--- src/rtl/ysyx_22040237_pkg.sv ---
`default_nettype none
// ysyx_22040237_pkg: shared widths, reset PC, fetch FSM states and FIFO entry layout
// for the multi-cycle IFU (optional misalign check: YSYX_22040237_IFU_MISALIGN_CHK_EN).
package ysyx_22040237_pkg;

  localparam int          REG_WIDTH  = 64;
  localparam int          INST_WIDTH = 32;
  localparam logic [63:0] RESET_PC   = 64'h8000_0000;

  typedef enum logic [1:0] {
    IFU_REQ  = 2'd0,
    IFU_WAIT = 2'd1,
    IFU_DROP = 2'd2
  } ifu_state_e;

  typedef struct packed {
    logic [REG_WIDTH-1:0]  pc;
    logic [INST_WIDTH-1:0] inst;
    logic                  misalign;
  } ifu_entry_t;

  // Pick the 32-bit word of a fetched doubleword addressed by pc[2].
  function automatic logic [31:0] sel_half(input logic [63:0] data, input logic upper);
    return upper ? data[63:32] : data[31:0];
  endfunction

endpackage
`default_nettype wire

--- src/rtl/ysyx_22040237_sync_fifo.sv ---
`default_nettype none
// ysyx_22040237_sync_fifo: power-of-two synchronous FIFO with flush and occupancy count.
// A push into a full FIFO is accepted when a pop happens in the same cycle.
module ysyx_22040237_sync_fifo #(
  parameter int WIDTH = 8,
  parameter int DEPTH = 2,
  localparam int AW   = (DEPTH > 1) ? $clog2(DEPTH) : 1
) (
  input  logic             clk,
  input  logic             rst,
  input  logic             flush,
  input  logic             push,
  input  logic [WIDTH-1:0] push_data,
  input  logic             pop,
  output logic [WIDTH-1:0] head,
  output logic             empty,
  output logic [AW:0]      count
);

  localparam logic [AW:0] FULL_CNT = DEPTH[AW:0];

  logic [WIDTH-1:0] mem [DEPTH];
  logic [AW-1:0]    wr_ptr;
  logic [AW-1:0]    rd_ptr;
  logic [AW:0]      cnt;
  logic             do_push;
  logic             do_pop;

  assign do_pop  = pop && (cnt != '0);
  assign do_push = push && ((cnt != FULL_CNT) || do_pop);

  always_ff @(posedge clk or negedge rst) begin
    if (!rst) begin
      wr_ptr <= '0;
      rd_ptr <= '0;
      cnt    <= '0;
      for (int i = 0; i < DEPTH; i++) begin
        mem[i] <= '0;
      end
    end else if (flush) begin
      wr_ptr <= '0;
      rd_ptr <= '0;
      cnt    <= '0;
    end else begin
      if (do_push) begin
        mem[wr_ptr] <= push_data;
        wr_ptr      <= wr_ptr + 1'b1;
      end
      if (do_pop) begin
        rd_ptr <= rd_ptr + 1'b1;
      end
      cnt <= cnt + {{AW{1'b0}}, do_push} - {{AW{1'b0}}, do_pop};
    end
  end

  assign head  = mem[rd_ptr];
  assign empty = (cnt == '0);
  assign count = cnt;

endmodule
`default_nettype wire

--- src/rtl/ysyx_22040237_ifu_mc.sv ---
`default_nettype none
// ysyx_22040237_ifu_mc: multi-cycle fetch unit, one outstanding request, buffered output.
// Define YSYX_22040237_IFU_MISALIGN_CHK_EN to flag misaligned PCs instead of fetching.
module ysyx_22040237_ifu_mc #(
  parameter int                   REG_WIDTH  = ysyx_22040237_pkg::REG_WIDTH,
  parameter int                   INST_WIDTH = ysyx_22040237_pkg::INST_WIDTH,
  parameter int                   BUF_DEPTH  = 2,
  parameter logic [REG_WIDTH-1:0] RESET_PC   = REG_WIDTH'(ysyx_22040237_pkg::RESET_PC)
) (
  input  logic                  clk,
  input  logic                  rst,
  input  logic                  redirect_valid,
  input  logic [REG_WIDTH-1:0]  redirect_pc,
  output logic                  mem_req_valid,
  input  logic                  mem_req_ready,
  output logic [REG_WIDTH-1:0]  mem_req_addr,
  input  logic                  mem_resp_valid,
  input  logic [63:0]           mem_resp_data,
  output logic                  out_valid,
  input  logic                  out_ready,
  output logic [REG_WIDTH-1:0]  out_pc,
  output logic [INST_WIDTH-1:0] out_inst,
  output logic                  out_misalign
);

  import ysyx_22040237_pkg::*;

  localparam int CW = $clog2(BUF_DEPTH) + 1;
`ifdef YSYX_22040237_IFU_MISALIGN_CHK_EN
  localparam int ENTRY_W = REG_WIDTH + INST_WIDTH + 1;
`else
  localparam int ENTRY_W = REG_WIDTH + INST_WIDTH;
`endif

  ifu_state_e            state;
  ifu_state_e            state_nxt;
  logic [REG_WIDTH-1:0]  pc;
  logic [REG_WIDTH-1:0]  pc_nxt;
  logic                  push;
  logic                  pop;
  logic                  empty;
  logic [CW-1:0]         count;
  logic [ENTRY_W-1:0]    push_data;
  logic [ENTRY_W-1:0]    head;
  logic [INST_WIDTH-1:0] entry_inst;
  logic                  has_slot;
  logic                  req_fire;

  // The push slot is reserved before issue, so a response can never meet a full FIFO.
  assign has_slot     = (count < CW'(BUF_DEPTH));
  assign req_fire     = mem_req_valid && mem_req_ready;
  assign mem_req_addr = {pc[REG_WIDTH-1:3], 3'b000};

`ifdef YSYX_22040237_IFU_MISALIGN_CHK_EN
  logic mis_flag;
  logic mis_flag_nxt;
  logic mis_pc;
  logic entry_mis;

  assign mis_pc        = (pc[1:0] != 2'b00);
  assign mem_req_valid = rst && (state == IFU_REQ) && has_slot && !mis_flag && !mis_pc;
  assign push_data     = {pc, entry_inst, entry_mis};
  assign out_misalign  = head[0];

  always_ff @(posedge clk or negedge rst) begin
    if (!rst) begin
      mis_flag <= 1'b0;
    end else begin
      mis_flag <= mis_flag_nxt;
    end
  end
`else
  assign mem_req_valid = rst && (state == IFU_REQ) && has_slot;
  assign push_data     = {pc, entry_inst};
  assign out_misalign  = 1'b0;
`endif

  always_ff @(posedge clk or negedge rst) begin
    if (!rst) begin
      state <= IFU_REQ;
      pc    <= RESET_PC;
    end else begin
      state <= state_nxt;
      pc    <= pc_nxt;
    end
  end

  always_comb begin
    state_nxt  = state;
    pc_nxt     = pc;
    push       = 1'b0;
    entry_inst = INST_WIDTH'(sel_half(mem_resp_data, pc[2]));
`ifdef YSYX_22040237_IFU_MISALIGN_CHK_EN
    entry_mis    = 1'b0;
    mis_flag_nxt = mis_flag;
`endif

    case (state)
      IFU_REQ: begin
`ifdef YSYX_22040237_IFU_MISALIGN_CHK_EN
        // A misaligned pc yields one flagged entry and then parks until redirected.
        if (!mis_flag && mis_pc && has_slot) begin
          push         = 1'b1;
          entry_inst   = '0;
          entry_mis    = 1'b1;
          mis_flag_nxt = 1'b1;
        end else if (req_fire) begin
          state_nxt = IFU_WAIT;
        end
`else
        if (req_fire) begin
          state_nxt = IFU_WAIT;
        end
`endif
      end
      IFU_WAIT: begin
        if (mem_resp_valid) begin
          push      = 1'b1;
          pc_nxt    = pc + REG_WIDTH'(4);
          state_nxt = IFU_REQ;
        end
      end
      IFU_DROP: begin
        if (mem_resp_valid) begin
          state_nxt = IFU_REQ;
        end
      end
      default: begin
        state_nxt = IFU_REQ;
      end
    endcase

    // Redirect wins over everything; an accepted or pending request must drain in DROP.
    if (redirect_valid) begin
      push   = 1'b0;
      pc_nxt = redirect_pc;
`ifdef YSYX_22040237_IFU_MISALIGN_CHK_EN
      mis_flag_nxt = 1'b0;
`endif
      if (state == IFU_REQ) begin
        state_nxt = req_fire ? IFU_DROP : IFU_REQ;
      end else begin
        state_nxt = mem_resp_valid ? IFU_REQ : IFU_DROP;
      end
    end
  end

  assign pop       = out_valid && out_ready;
  assign out_valid = !empty;
  assign out_pc    = head[ENTRY_W-1 -: REG_WIDTH];
  assign out_inst  = head[ENTRY_W-REG_WIDTH-1 -: INST_WIDTH];

  ysyx_22040237_sync_fifo #(
    .WIDTH (ENTRY_W),
    .DEPTH (BUF_DEPTH)
  ) u_fifo (
    .clk       (clk),
    .rst       (rst),
    .flush     (redirect_valid),
    .push      (push),
    .push_data (push_data),
    .pop       (pop),
    .head      (head),
    .empty     (empty),
    .count     (count)
  );

endmodule
`default_nettype wire

--- config.mk ---
export PLATFORM = sky130hd
export DESIGN_NAME = ysyx_22040237_ifu_mc
export DESIGN_NICKNAME = d
export VERILOG_FILES = /design/src/rtl/ysyx_22040237_pkg.sv /design/src/rtl/ysyx_22040237_sync_fifo.sv /design/src/rtl/ysyx_22040237_ifu_mc.sv
export SDC_FILE = /design/constraint.sdc
export NUM_CORES = 1
export LEC_CHECK = 0
export BUFFER_PORTS_ARGS = -buffer_cell sky130_fd_sc_hd__buf_2
export CAP_MARGIN = 10
export CORE_AREA = 5 5 155 157
export DETAILED_ROUTE_END_ITERATION = 8
export DIE_AREA = 0 0 160 162
export MAX_ROUTING_LAYER = met4
export PLACE_DENSITY_LB_ADDON = 0.3
export SYNTH_ARGS = -nofsm -noshare
export SYNTH_HDL_FRONTEND = slang
export SYNTH_SLANG_ARGS = --single-unit
--- constraint.sdc ---
create_clock -name clk -period 3.9 [get_ports clk]
set_input_delay 0.78 -clock clk [delete_from_list [all_inputs] [get_ports clk]]
set_output_delay 0.78 -clock clk [all_outputs]
set_load 0.05 [all_outputs]
==> results of run 1 <==
==> per-layer routing <==
layer | vias up | routed length [um] | GRT usage
met3 | 52 | 1770 | 0.0414
li1 | 4439 | - | -
met5 | - | 0 | -
met2 | 287 | 14900 | 0.386
met4 | 0 | 755 | 0.0665
met1 | 4615 | 13400 | 0.326
==> critical path, delay by kind of cell (launching register included) <==
family   cells  cell delay [ns]
mux          1             0.40
flops        1             0.77
buf+inv      2             0.61
==> cell type report <==
cell class / instances / area share
Sequential cell: 262 / 0.432
Multi-Input combinational cell: 747 / 0.370
Timing Repair Buffer: 306 / 0.107
Clock buffer: 41 / 0.0553
Tap cell: 285 / 0.0234
Clock inverter: 8 / 0.00798
Inverter: 17 / 0.00420
Antenna cell: 6 / 0.000987
==> cells by family (layout without fill, tap and decap cells) <==
group,after synthesis,count (layout),share of synthesized area
DFF,262,262,0.505
xor gates and xnor gates,35,35,0.0236
AOI/OAI and AO/OA,158,158,0.0678
adders and majority gates,5,5,0.00482
muxes,262,262,0.224
buffers and inverters,147,372,0.0641
other,1,10,0.000289
and+or+nand+nor,283,283,0.111
==> power by group through the flow <==
stage | Combinational (mW) | Sequential (mW) | Clock [mW]
detailed placement | 5.26 | 3.92 | 0
floorplan | 4.34 | 3.71 | 0
CTS | 5.28 | 3.87 | 2.79
finish | 5.23 | 3.87 | 2.74
global placement | 5.21 | 3.88 | 0
global route | 5.51 | 3.97 | 2.90
==> registers in the layout, indices dropped and copies added (netlist names) <==
register,count
u_fifo.mem,192
u_fifo.wr_ptr,1
state,2
u_fifo.count,2
pc,64
u_fifo.rd_ptr,1
==> metrics by stage <==
| step | worst slack (ns) | cells |
|---|---|---|
| after floorplan | 1.43 | 1156 |
| after global placement | 1.22 | 1617 |
| after detailed placement | 1.14 | 1617 |
| after CTS | 0.716 | 1666 |
| after global routing | 0.662 | 1671 |
| final | 0.761 | 1672 |
==> how the worst min path moves through the flow <==
stage                         from         endpoint  slack [ns]  cells after the start
floorplan           u_fifo.mem[92]   u_fifo.mem[92]        0.47                      1
CTS                            rst   u_fifo.mem[60]        0.13                      1
global placement    u_fifo.mem[55]   u_fifo.mem[55]        0.48                      1
finish                         rst  u_fifo.mem[163]        0.14                      1
global route                   rst  u_fifo.mem[161]        0.14                      1
detailed placement  u_fifo.mem[64]   u_fifo.mem[64]        0.49                      1
==> placed cells by master, fill, tap and decap left out, types with 24 or more instances in the layout <==
| master | netlist | final |
|---|---|---|
| a21oi_1 | 65 | 65 |
| a31oi_1 | 28 | 28 |
| buf_2 | 20 | 291 |
| clkbuf_16 | 0 | 29 |
| dfrtp_1 | 261 | 259 |
| mux2_2 | 229 | 229 |
| mux2i_1 | 33 | 33 |
| nand2_1 | 54 | 54 |
| nand3_1 | 24 | 24 |
| nor2_1 | 106 | 106 |
| o21ai_0 | 46 | 46 |
==> results by group, run 1 <==
Timing
  • Slew Limit Fails: 0
  • Rel. slew slack: 0.360
  • Worst-Margin Slew: 0.959 ns
  • Clock skew: 0.0135 ns
  • Tmin final: 3.14 ns
  • Fin crit share: 0.805
  • Post-Route Setup TNS: 0 ns
  • RSZ-0062 raised after global routing: false
  • Peak Freq: 319 MHz
  • Hold Slack: 0.141 ns
  • Final Hold Fails: 0
  • Final setup fails: 0

Power
  • Pleak: 7.26 nW
  • Combinational Power Share: 0.442
  • Reg power frac: 0.327
  • Tot Pwr: 11.8 mW
  • Worst IR drop on VDD: 0.000559 V
  • Clk pwr share: 0.231
  • PwrDens: 778 nW/um^2
  • Psw: 5.12 mW
  • Internal power: 6.71 mW
  • Sw frac: 0.433

Clock tree
  • Post-CTS Setup Bufs: 0
  • Clock Tree Root: clkbuf_16
  • CTS H-tree depth: 1
  • Clock sinks: 262
  • Hold buffers post-CTS: 0
  • Clk slew on worst S/H paths: 0.06 ns
  • Resize count post-CTS: 0
  • Max clock buf depth: 3
  • Clock latency on the worst-skew pair: 0.53 ns
  • Num CTS Buffers: 28
  • CTS tree: done

Logic synthesis
  • Top cell type's share of synthesized area: 0.503
  • Sequential share of the synthesized area: 0.505
  • Post-Synthesis Cells: 1,153
  • Post-synth EDFFs: 0
  • Distinct cell type count after synthesis: 40
  • Post-synthesis register bit count: 262
  • Ys Warns: 0
  • Async set-or-reset flop fraction in the synthesized netlist: 1.00
  • Top_reg_cell synth: dfrtp_1
  • Syn_area_per_cell: 11.3 sq um
  • Top post-synthesis cells by area: dfrtp_1 (50%), mux2_2 (20%), buf_4 (3.8%), nor2_1 (3.1%), mux2i_1 (2.5%)
  • Most common cell in the netlist: dfrtp_1
  • Syn Std Cell Area: 13,000 sq um
  • Synth top cells by count: dfrtp_1 (261), mux2_2 (229), nor2_1 (106)
  • Synth area leader: dfrtp_1

Detailed routing
  • Number of nets with antenna violations after routing: 0
  • Final wirelength: 30,900 um
  • Routed via count: 9,393
  • Drt pass-1 iters: 4
  • # DRC: 0
  • DRT iter0 DRCs: 546
  • Wire length per cell: 18.5 um
  • Via/cell ratio: 5.62

Die
  • Core area: 22,400 sq um
  • Initial core utilization: 0.581
  • Die span in x: 160 um
  • Cell Rows: 55
  • IO Pins: 297
  • Die ar.: 25,900 sq um
  • Die H: 162 um

Final layout
  • Area of the multi-input gates: 5620 sq um
  • Final instance area: 15,200 sq um
  • Share of cells above drive strength 1: 0.432
  • Nets@finish: 1,501
  • Final core area utilization: 0.680
  • Register area: 6560 sq um
  • FILL cells: 1,694
  • Area added between synthesis and finish: 17.1%

Setup path
  • Worst Setup Path Type: flip-flop to primary output
  • CP max stage cell: dfrtp_4
  • Critical Path Start: u_fifo.rd_ptr
  • Critical path endpoint category: primary output
  • Reg2reg start: pc[10]
  • R2r setup slk: 1.28 ns
  • R2r worst-path depth: 5
  • Crit path launch type: flip-flop
  • Max stage delay on crit path: 0.77 ns
  • Worst path required time: 3.12 ns
  • Worst setup path end: out_inst[17]
  • CP cell instances: buf_12 > mux2_2 > buf_2
  • Worst EP arrival: 2.36 ns
  • R2r endpoint: pc[43]
  • Worst Path Max Fanout: 63

Status
  • Status: completed

Placement
  • GP Congestion: 0.798
  • Port bufs: 292
  • HPWL Detailed: 21,200 um
  • Placed Area: 14,200 sq um

Global routing
  • Initial antenna violation count: 5
  • First-pass GRT wire length: 51,000 um
  • Pin count of the biggest net entering global routing: 137
  • Total global routing overflow: 0
  • Number of global-route vias before repair: 9,739
  • Gr usage total: 0.242

Hold path
  • Hold Path Class: input pin to asynchronous set/reset pin

Run
  • Number of max-cap violations: 0
(Power assumes the default switching activity.)
==> run 2, diff against run 1 <==
Settings changed: CORE_AREA 5 5 155 157 to 5 5 169 171, DIE_AREA 0 0 160 162 to 0 0 174 176.
Clock period 3.9 ns to 2.5 ns, I/O delays scaled along.
==> run 2 against run 1 <==
Compared with the run above: register-to-register slack got worse by 1.1 ns; final area rose by 1.9%; first-iteration DRC count grew 30%; die area is 18% higher; sequential power increased by 53%; global-route usage decreased by 2.8 points; critical path type unchanged; largest cell class unchanged.
==> results by group, run 2 (same netlist as run 1, synthesis figures left out) <==
Status
  • Status: completed (unchanged)

Final layout
  • Top Registers: u_fifo.mem x192, pc x64 (unchanged)
  • Nets@finish: 1,529 (was 1,501)
  • Share of cells above drive strength 1: 0.438 (was 0.432)
  • Area added between synthesis and finish: 19.3% (was 17.1%)
  • Final core area utilization: 0.580 (was 0.680)
  • Layout Cells excl Fill: 1,752 (was 1,672)
  • Commonest cells after routing, fill and taps aside: buf_2 (290), dfrtp_1 (259), mux2_2 (229) (was buf_2 (291), dfrtp_1 (259), mux2_2 (229))
  • Most common cell after layout, fill and taps aside: buf_2 (unchanged)
  • Max reg flops: 192 (unchanged)
  • Largest reg by FF count: u_fifo.mem (unchanged)

Global routing
  • Pin count of the biggest net entering global routing: 87 (was 137)
  • Initial antenna violation count: 2 (was 5)
  • First-pass GRT wire length: 52,800 um (was 51,000 um)
  • Number of global-route vias before repair: 9,860 (was 9,739)
  • Gr usage total: 0.214 (was 0.242)
  • Total global routing overflow: 0 (unchanged)

Timing
  • Rel. slew slack: 0.304 (was 0.360)
  • RSZ-0062 raised after global routing: false (unchanged)
  • Worst-Margin Slew: 1.04 ns (was 0.959 ns)
  • Final worst slack: 0.0902 ns (was 0.761 ns)
  • Peak Freq: 415 MHz
  • Tmin final: 2.41 ns
  • Fin crit share: 0.964
  • Post-Route Setup TNS: 0 ns (unchanged)
  • Final setup fails: 0 (unchanged)
  • Final Hold Fails: 0 (unchanged)
  • Slew Limit Fails: 0 (unchanged)
  • Clock skew: 0.0112 ns (was 0.0135 ns)

Placement
  • Worst slack at placement: 0.178 ns (was 1.14 ns)
  • Inst Count DP: 1,695 (was 1,617)
  • Port bufs: 292 (unchanged)
  • HPWL Detailed: 22,600 um (was 21,200 um)
  • GP Congestion: 0.811 (was 0.798)

Setup path
  • Worst path required time: 2.00 ns (was 3.12 ns)
  • Critical path endpoint category: primary output (unchanged)
  • Worst Setup Path Type: flip-flop to primary output (unchanged)
  • R2r worst-path depth: 7 (was 5)
  • Worst Path Max Fanout: 53 (was 63)
  • Worst EP arrival: 1.91 ns (was 2.36 ns)
  • Crit path launch type: flip-flop (unchanged)

Die
  • IO Pins: 297 (unchanged)
  • Core area: 26,700 sq um (was 22,400 sq um)
  • Initial core utilization: 0.486 (was 0.581)
  • Cell Rows: 60 (was 55)
  • Die H: 176 um (was 162 um)
  • Die ar.: 30,600 sq um (was 25,900 sq um)
  • Die span in x: 174 um (was 160 um)

Power
  • Worst IR drop on VDD: 0.000748 V (was 0.000559 V)
  • PwrDens: 1180 nW/um^2 (was 778 nW/um^2)
  • Pleak: 7.39 nW (was 7.26 nW)

Clock tree
  • Num CTS Buffers: 29 (was 28)
  • Clock latency on the worst-skew pair: 0.53 ns (about the same)
  • Max clock buf depth: 3 (unchanged)
  • Clock Tree Root: clkbuf_16 (unchanged)
  • CTS H-tree depth: 1 (unchanged)
  • Clk slew on worst S/H paths: 0.06 ns (about the same)
  • CTS tree: done (unchanged)
  • Clock sinks: 262 (unchanged)

Detailed routing
  • Routed via count: 9,497 (was 9,393)
  • Wire length per cell: 18.7 um (was 18.5 um)
  • Drt pass-1 iters: 5 (was 4)
  • # DRC: 0 (unchanged)
  • Number of nets with antenna violations after routing: 0 (unchanged)
  • Final wirelength: 32,800 um (was 30,900 um)
  • DRT iter0 DRCs: 710 (was 546)
  • Via/cell ratio: 5.42 (was 5.62)

Run
  • Number of max-cap violations: 0 (unchanged)

Hold path
  • Hold Path Depth: 3
  • Hold Path Class: input pin to flip-flop (was input pin to asynchronous set/reset pin)
## run 2: path summary, 6_finish.rpt
path / startpoint / end / slack [ns]
worst max register to register: state[1] / u_fifo.mem[33] / 0.23
worst min-delay path: redirect_pc[12] / pc[12] / 0.18
max in group asynchronous: rst / pc[20] / 0.92
worst min register to register: u_fifo.mem[51] / u_fifo.mem[51] / 0.50
min in group asynchronous: rst / pc[13] / 0.57
worst max-delay path: u_fifo.rd_ptr / out_pc[43] / 0.09
## run 2: per-stage QoR
step | power (mW) | area (sq um) | hold WS (ns)
floorplan | 12.6 | 13000 | 0.204
detailed placement | 14.5 | 14500 | 0.423
finish | 18.3 | 15500 | 0.181
CTS | 18.5 | 15400 | 0.157
global placement | 14.3 | 14500 | 0.426
global route | 19.2 | 15500 | 0.173
## run 2: repair_timing
item                                   in CTS  in global routing
hold buffers                                2                  0
setup endpoints to repair                   0                 11
resized for setup                           0                  1
endpoints found under the hold margin      38                  0
setup buffers                               0                  1
## run 2: cell type report
| class | instances | area (sq um) |
|---|---|---|
| antenna | 2 | 5.00 |
| clock buffer | 45 | 826 |
| clock inverter | 5 | 52.6 |
| fill | 2293 | 11200 |
| inverter | 17 | 63.8 |
| multi-input combinational | 748 | 5640 |
| sequential | 262 | 6560 |
| tap | 341 | 427 |
| timing repair buffer | 332 | 1920 |
## run 2: worst max-delay path: stages, from the launching register on
cell	delay [ns]
dfrtp_4	0.44
buf_12	0.28
mux2_2	0.39
buf_2	0.21
## run 2: report_power, final
part / switching (mW) / leakage [nW] / total [mW] / internal [mW]
sequential: 0.626 / 3.35 / 5.93 / 5.30
clock: 1.64 / 0.426 / 3.99 / 2.35
combinational: 5.77 / 3.61 / 8.42 / 2.65
## run 2: per-layer routing
| layer | up-vias | share of wire | track usage |
|---|---|---|---|
| li1 | 4499 | - | - |
| met1 | 4680 | 0.45 | 0.291 |
| met5 | - | 0 | - |
| met3 | 36 | 0.061 | 0.0407 |
| met2 | 282 | 0.48 | 0.340 |
| met4 | 0 | 0.014 | 0.0429 |
